[config.mk]
export PLATFORM = sky130hd
export DESIGN_NAME = intr_ctrl_flat
export DESIGN_NICKNAME = d
export VERILOG_FILES = /design/src/rtl/intr_ctrl_if.sv /design/src/rtl/intr_ctrl.sv /design/src/flat_wrapper.sv
export SDC_FILE = /design/constraint.sdc
export NUM_CORES = 1
export LEC_CHECK = 0
export ABC_AREA = 1
export CAP_MARGIN = 10
export CORE_ASPECT_RATIO = 0.8
export CORE_UTILIZATION = 47
export DETAILED_ROUTE_END_ITERATION = 7
export PLACE_DENSITY = 0.85
export SLEW_MARGIN = 20
export SYNTH_ARGS = -nofsm -noshare
export SYNTH_HDL_FRONTEND = slang
export SYNTH_SLANG_ARGS = --single-unit
[constraint.sdc]
create_clock -name clk -period 1 [get_ports clk]
set_input_delay 0.15 -clock clk [delete_from_list [all_inputs] [get_ports clk]]
set_output_delay 0.15 -clock clk [all_outputs]
set_load 0.005 [all_outputs]
[src/rtl/intr_ctrl_if.sv]
// Commit-stage interrupt handshake: held request plus masked vector, and the acceptance strobe.
interface intr_ctrl_if;
  logic       int_req;
  logic [7:0] int_vector;
  logic       int_ack;

  modport master (output int_req, output int_vector, input int_ack);
  modport slave  (input int_req, input int_vector, output int_ack);
endinterface

[src/rtl/intr_ctrl.sv]
// Interrupt front-end: sync + glitch-filter hw lines, merge timer, drive Cause.IP and a held commit request.
// hw edge -> interrupt_flag in SYNC_STAGES+FILTER_CYCLES+1 edges; request held until int_ack or withdrawn.
module intr_ctrl #(
  parameter int HW_INT_NUM    = 6,
  parameter int SYNC_STAGES   = 2,
  parameter int FILTER_CYCLES = 3
) (
  input  logic                  clk,
  input  logic                  rst,
  input  logic [HW_INT_NUM-1:0] hw_int_i,
  input  logic                  timer_int,
  input  logic                  status_ie,
  input  logic                  status_exl,
  input  logic                  status_erl,
  input  logic [7:0]            status_im,
  input  logic [1:0]            cause_ip_sw,
  output logic [7:0]            interrupt_flag,
  intr_ctrl_if.master           req
);

  typedef enum logic [1:0] {IDLE, REQ, WAIT_EXL} state_t;

  logic [HW_INT_NUM-1:0] sync_q [SYNC_STAGES];
  logic [HW_INT_NUM-1:0] sync;
  logic [HW_INT_NUM-1:0] filt;
  logic [5:0]            filt6;
  logic [7:0]            pending;
  logic                  take;

  state_t     state, state_nxt;
  logic       int_req_nxt;
  logic [7:0] int_vector_nxt;

  always_ff @(posedge clk or negedge rst) begin
    if (!rst) begin
      for (int s = 0; s < SYNC_STAGES; s++) sync_q[s] <= '0;
    end else begin
      sync_q[0] <= hw_int_i;
      for (int s = 1; s < SYNC_STAGES; s++) sync_q[s] <= sync_q[s-1];
    end
  end

  assign sync = sync_q[SYNC_STAGES-1];

  generate
    if (FILTER_CYCLES == 0) begin : g_nofilt
      assign filt = sync;
    end else begin : g_filt
      localparam int CW = $clog2(FILTER_CYCLES + 1);
      localparam logic [CW-1:0] CNT_LAST = CW'(FILTER_CYCLES - 1);
      for (genvar i = 0; i < HW_INT_NUM; i++) begin : g_line
        logic [CW-1:0] cnt;
        logic          filt_bit;
        // Any return to the filtered level restarts the stability count.
        always_ff @(posedge clk or negedge rst) begin
          if (!rst) begin
            cnt      <= '0;
            filt_bit <= 1'b0;
          end else if (sync[i] == filt_bit) begin
            cnt <= '0;
          end else if (cnt == CNT_LAST) begin
            filt_bit <= sync[i];
            cnt      <= '0;
          end else begin
            cnt <= cnt + 1'b1;
          end
        end
        assign filt[i] = filt_bit;
      end
    end
  endgenerate

  generate
    for (genvar i = 0; i < 6; i++) begin : g_pad
      if (i < HW_INT_NUM) begin : g_used
        assign filt6[i] = filt[i];
      end else begin : g_unused
        assign filt6[i] = 1'b0;
      end
    end
  endgenerate

  always_ff @(posedge clk or negedge rst) begin
    if (!rst) interrupt_flag <= 8'h00;
    else      interrupt_flag <= {filt6[5] | timer_int, filt6[4:0], 2'b00};
  end

  assign pending = {interrupt_flag[7:2], cause_ip_sw} & status_im;
  assign take    = (pending != 8'h00) & status_ie & ~status_exl & ~status_erl;

  always_ff @(posedge clk or negedge rst) begin
    if (!rst) begin
      state          <= IDLE;
      req.int_req    <= 1'b0;
      req.int_vector <= 8'h00;
    end else begin
      state          <= state_nxt;
      req.int_req    <= int_req_nxt;
      req.int_vector <= int_vector_nxt;
    end
  end

  always_comb begin
    state_nxt      = state;
    int_req_nxt    = 1'b0;
    int_vector_nxt = 8'h00;
    case (state)
      IDLE: begin
        if (take) begin
          state_nxt      = REQ;
          int_req_nxt    = 1'b1;
          int_vector_nxt = pending;
        end
      end
      REQ: begin
        // Acceptance beats a same-cycle withdrawal so the handler is never lost.
        if (req.int_ack) begin
          state_nxt = WAIT_EXL;
        end else if (!take) begin
          state_nxt = IDLE;
        end else begin
          int_req_nxt    = 1'b1;
          int_vector_nxt = pending;
        end
      end
      WAIT_EXL: begin
        // Hold off re-requesting until the exception entry has set EXL/ERL.
        if (status_exl | status_erl) state_nxt = IDLE;
      end
      default: state_nxt = IDLE;
    endcase
  end

endmodule

[src/flat_wrapper.sv]
// flat-port wrapper written by rule: the top's interface ports become plain ports
module intr_ctrl_flat 
#(
  parameter int HW_INT_NUM    = 6,
  parameter int SYNC_STAGES   = 2,
  parameter int FILTER_CYCLES = 3
)
  (clk, rst, hw_int_i, timer_int, status_ie, status_exl, status_erl, status_im, cause_ip_sw, interrupt_flag, req_int_req, req_int_vector, req_int_ack);
  intr_ctrl_if req_i ();
  input  logic clk;
  input  logic rst;
  input  logic [HW_INT_NUM-1:0] hw_int_i;
  input  logic timer_int;
  input  logic status_ie;
  input  logic status_exl;
  input  logic status_erl;
  input  logic [7:0] status_im;
  input  logic [1:0] cause_ip_sw;
  output logic [7:0] interrupt_flag;
  output wire logic [$bits(req_i.int_req)-1:0] req_int_req;
  output wire logic [$bits(req_i.int_vector)-1:0] req_int_vector;
  input wire logic [$bits(req_i.int_ack)-1:0] req_int_ack;
  assign req_int_req = req_i.int_req;
  assign req_int_vector = req_i.int_vector;
  assign req_i.int_ack = req_int_ack;
  intr_ctrl #(.HW_INT_NUM(HW_INT_NUM), .SYNC_STAGES(SYNC_STAGES), .FILTER_CYCLES(FILTER_CYCLES)) u_core (.clk(clk), .rst(rst), .hw_int_i(hw_int_i), .timer_int(timer_int), .status_ie(status_ie), .status_exl(status_exl), .status_erl(status_erl), .status_im(status_im), .cause_ip_sw(cause_ip_sw), .interrupt_flag(interrupt_flag), .req(req_i));
endmodule
==> results by group <==
Global routing
  • Initial antenna violation count: 0
  • Vias in the first global route: 1029
  • First-pass GRT wire length: approximately 4.5 mm
  • Pin count of the biggest net entering global routing: 48
  • GRT Total Usage: 0.180
  • Congestion Overflow GR: 0

Setup path
  • WS Path Type: register to register
  • CP Capture Type: register
  • Crit-path max cell delay: roughly 0.39 ns
  • Crit-path max FO: 5
  • CP startpoint kind: register
  • Most used cell, CP: nand2_4
  • Crit path arrival time: 1.26 ns
  • Critical path's top delay family: simple AND/OR/NAND/NOR gates
  • Crit-path cells: buf_6 > nand2_4 > nand2_4 > nor2_4 > nand2_4 > nand3_4 > nor2_1
  • Worst endpoint required time: 1.19 ns
  • Buf/Inv on CP: 1
  • Max stage delay cell, worst path: dfrtp_1

Min path
  • Hold Crit Class: input port to register

Yosys
  • Netlist cell types: 16
  • Avg Inst Size Synth: 12.6 um2
  • Register area share after synthesis: 0.740
  • Synthesized cell area: 1590 um2
  • Yosys reg bits: 47
  • Yosys Warn Count: 0
  • Cells after Synth: 126

Job
  • Max Cap Violations: 0

Drt
  • Detail Route Antenna Nets: 0
  • Pre-antenna DRT Iters: 4
  • DRC: 0
  • Via count: 1058
  • Drt wl/cell: between 10 and 15 um
  • Routed WL: roughly 2.7 mm
  • Initial DRC Count: 40
  • Vias/cell: around 4.7

Die
  • Die area: 3620 um2
  • Die Wd: 67.0 um
  • Initial Utilization: 0.504
  • Core ar.: 3150 um2
  • Num ports: 40
  • # rows: 18
  • Die Ht: 54.0 um

CTS
  • Root buffer cell: clkbuf_8
  • CTS Buffer Depth: 2
  • H-tree levels: 2
  • CTS buffer count: 5
  • Worst-path clk slew: approximately 0.080 ns
  • CTS tree: built
  • Clock Sinks: 47
  • Worst skew pair latency: just under 0.3 ns

Finish
  • Commonest non-fill, non-tap cell in the layout: dfrtp_1
  • Filler cell count: 208
  • Area Overhead vs Synth: 41.2%
  • Diode count: 0
  • Layout cell share with drive strength beyond 1: 0.304
  • FF+latch area: 1180 um2
  • Fin nets: 206
  • Area of the multi-input gates: around 430 um2
  • Commonest non-fill, non-tap cells in the layout: dfrtp_1 (47), clkdlybuf4s50_1 (21), buf_2 (15)

STA
  • RSZ-0062 raised after global routing: yes
  • Maximum clock rate: slightly above 900 MHz
  • Hold Fails Final Rpt: 0
  • Fin. max-slew vios: 0
  • Fin crit period: ~1.1 ns
  • Final Skew: approximately 0.008 ns
  • WHS: 0.292 ns
  • # setup viols final: 10
  • Worst setup margin: -0.0718 ns
  • Part of the cycle the worst path needs: 1.07

Pwr
  • Pwr/cell area: 2420 nW/um2
  • Leakage: about 0.0011 uW
  • Worst vdd ir: between 1.5 and 2 mV

Run status
  • Failing checks: setup timing
  • Outcome: finished with violations

Placed design
  • Pre-CTS setup slack: -0.322 ns
  • DP Wirelength: 1.74 mm
  • RePlAce Congestion: ~0.73
  • Port buffer count: 37
-- cell type report --
| class | instances | area share |
|---|---|---|
| flip-flops and latches | 47 | 0.524 |
| multi-input cells | 63 | 0.192 |
| repair buffers | 50 | 0.183 |
| well taps | 40 | 0.0223 |
| inverters | 16 | 0.0267 |
| clock inverters | 2 | 0.0156 |
| clock buffers | 6 | 0.0368 |
-- routing by layer --
layer / vias up / routed length [um] / track usage
met5: - / 0 / 0
met4: 0 / 59 / 0.0745
met3: 7 / 220 / 0.0678
met2: 49 / 1310 / 0.312
met1: 502 / 1160 / 0.201
li1: 500 / - / -
-- sequential cells by signal, indices dropped and copies added (netlist names) --
| register | flops |
|---|---|
| u_core.state | 2 |
| u_core.sync | 6 |
| u_core.g_filt.g_line.cnt | 12 |
| u_core.g_filt.g_line.filt_bit | 6 |
| u_core.req.int_req | 1 |
| u_core.req.int_vector | 8 |
| u_core.interrupt_flag | 6 |
| u_core.sync_q | 6 |
-- path summary, 6_finish.rpt --
check | slack [ns] | endpoint | start | cells after the start
worst max-delay path | -0.07 | u_core.req.int_vector[3] | u_core.interrupt_flag[5] | 7
worst min-delay path | 0.29 | u_core.sync_q[7] | hw_int_i[1] | 1
max in group asynchronous | 0.43 | u_core.sync_q[8] | rst | 3
worst min register to register | 0.35 | u_core.sync[3] | u_core.sync_q[9] | 0
worst max register to register | -0.07 | u_core.req.int_vector[3] | u_core.interrupt_flag[5] | 7
min in group asynchronous | 0.37 | u_core.req.int_vector[6] | rst | 3
-- power by group --
group | internal (uW) | switching [uW] | total, uW | leakage (uW)
clock | 808 | 579 | 1390 | 0.0000612
combinational | 700 | 632 | 1330 | 0.000483
sequential | 2380 | 330 | 2710 | 0.000591
-- kinds of logic (layout without fill, tap and decap cells) --
| family | after synthesis | count (layout) | share of synthesized area |
|---|---|---|---|
| AND/OR/NAND/NOR | 46 | 47 | 0.132 |
| other | 1 | 2 | 0.00236 |
| buffers and inverters | 18 | 74 | 0.0472 |
| XOR/XNOR | 6 | 6 | 0.0330 |
| flip-flops | 47 | 47 | 0.740 |
| AO/OA/AOI/OAI | 2 | 2 | 0.00787 |
| multiplexers | 6 | 6 | 0.0378 |
-- worst register-to-register path, delay by kind of cell (launching register included) --
kind | cells | cell delay [ns]
buffers and inverters | 1 | 0.12
AND/OR/NAND/NOR | 6 | 0.47
flip-flops | 1 | 0.39
-- cell usage after synthesis --
master / n / area (um2)
o31ai_1: 1 / 7.51
buf_4: 2 / 15.0
conb_1: 1 / 3.75
nor3_1: 12 / 60.1
dfrtp_1: 47 / 1180
or2_1: 1 / 6.26
inv_1: 16 / 60.1
nand3_1: 1 / 5.00
a21oi_1: 1 / 5.00
mux2i_1: 6 / 60.1
xnor2_1: 6 / 52.6
or2_2: 1 / 6.26
nand2_1: 19 / 71.3
nor2_1: 10 / 37.5
nor2_2: 1 / 6.26
nand3_4: 1 / 17.5
-- per-stage QoR --
stage / std cells / utilization / setup TNS (ns) / total power (uW) / cell area [um2]
final: 224 / 0.712 / -0.554 / 5430 / 2250
after global placement: 211 / 0.658 / -2.39 / 3870 / 2070
after global routing: 224 / 0.712 / -1.11 / 5780 / 2250
after detailed placement: 211 / 0.658 / -2.96 / 3950 / 2070
after floorplan: 127 / - / 0 / 3320 / 1590
after CTS: 224 / 0.712 / -0.535 / 5470 / 2240
-- timing repair --
action                     4_1_cts  5_1_grt
gates cloned                     1        0
setup buffers                    3        0
setup endpoints to repair       25       11
pin swaps                        8        0
hold endpoints to repair        47        0
hold buffers                     1        0
gates resized for setup         80        4
Power figures use the tool's default switching activity.
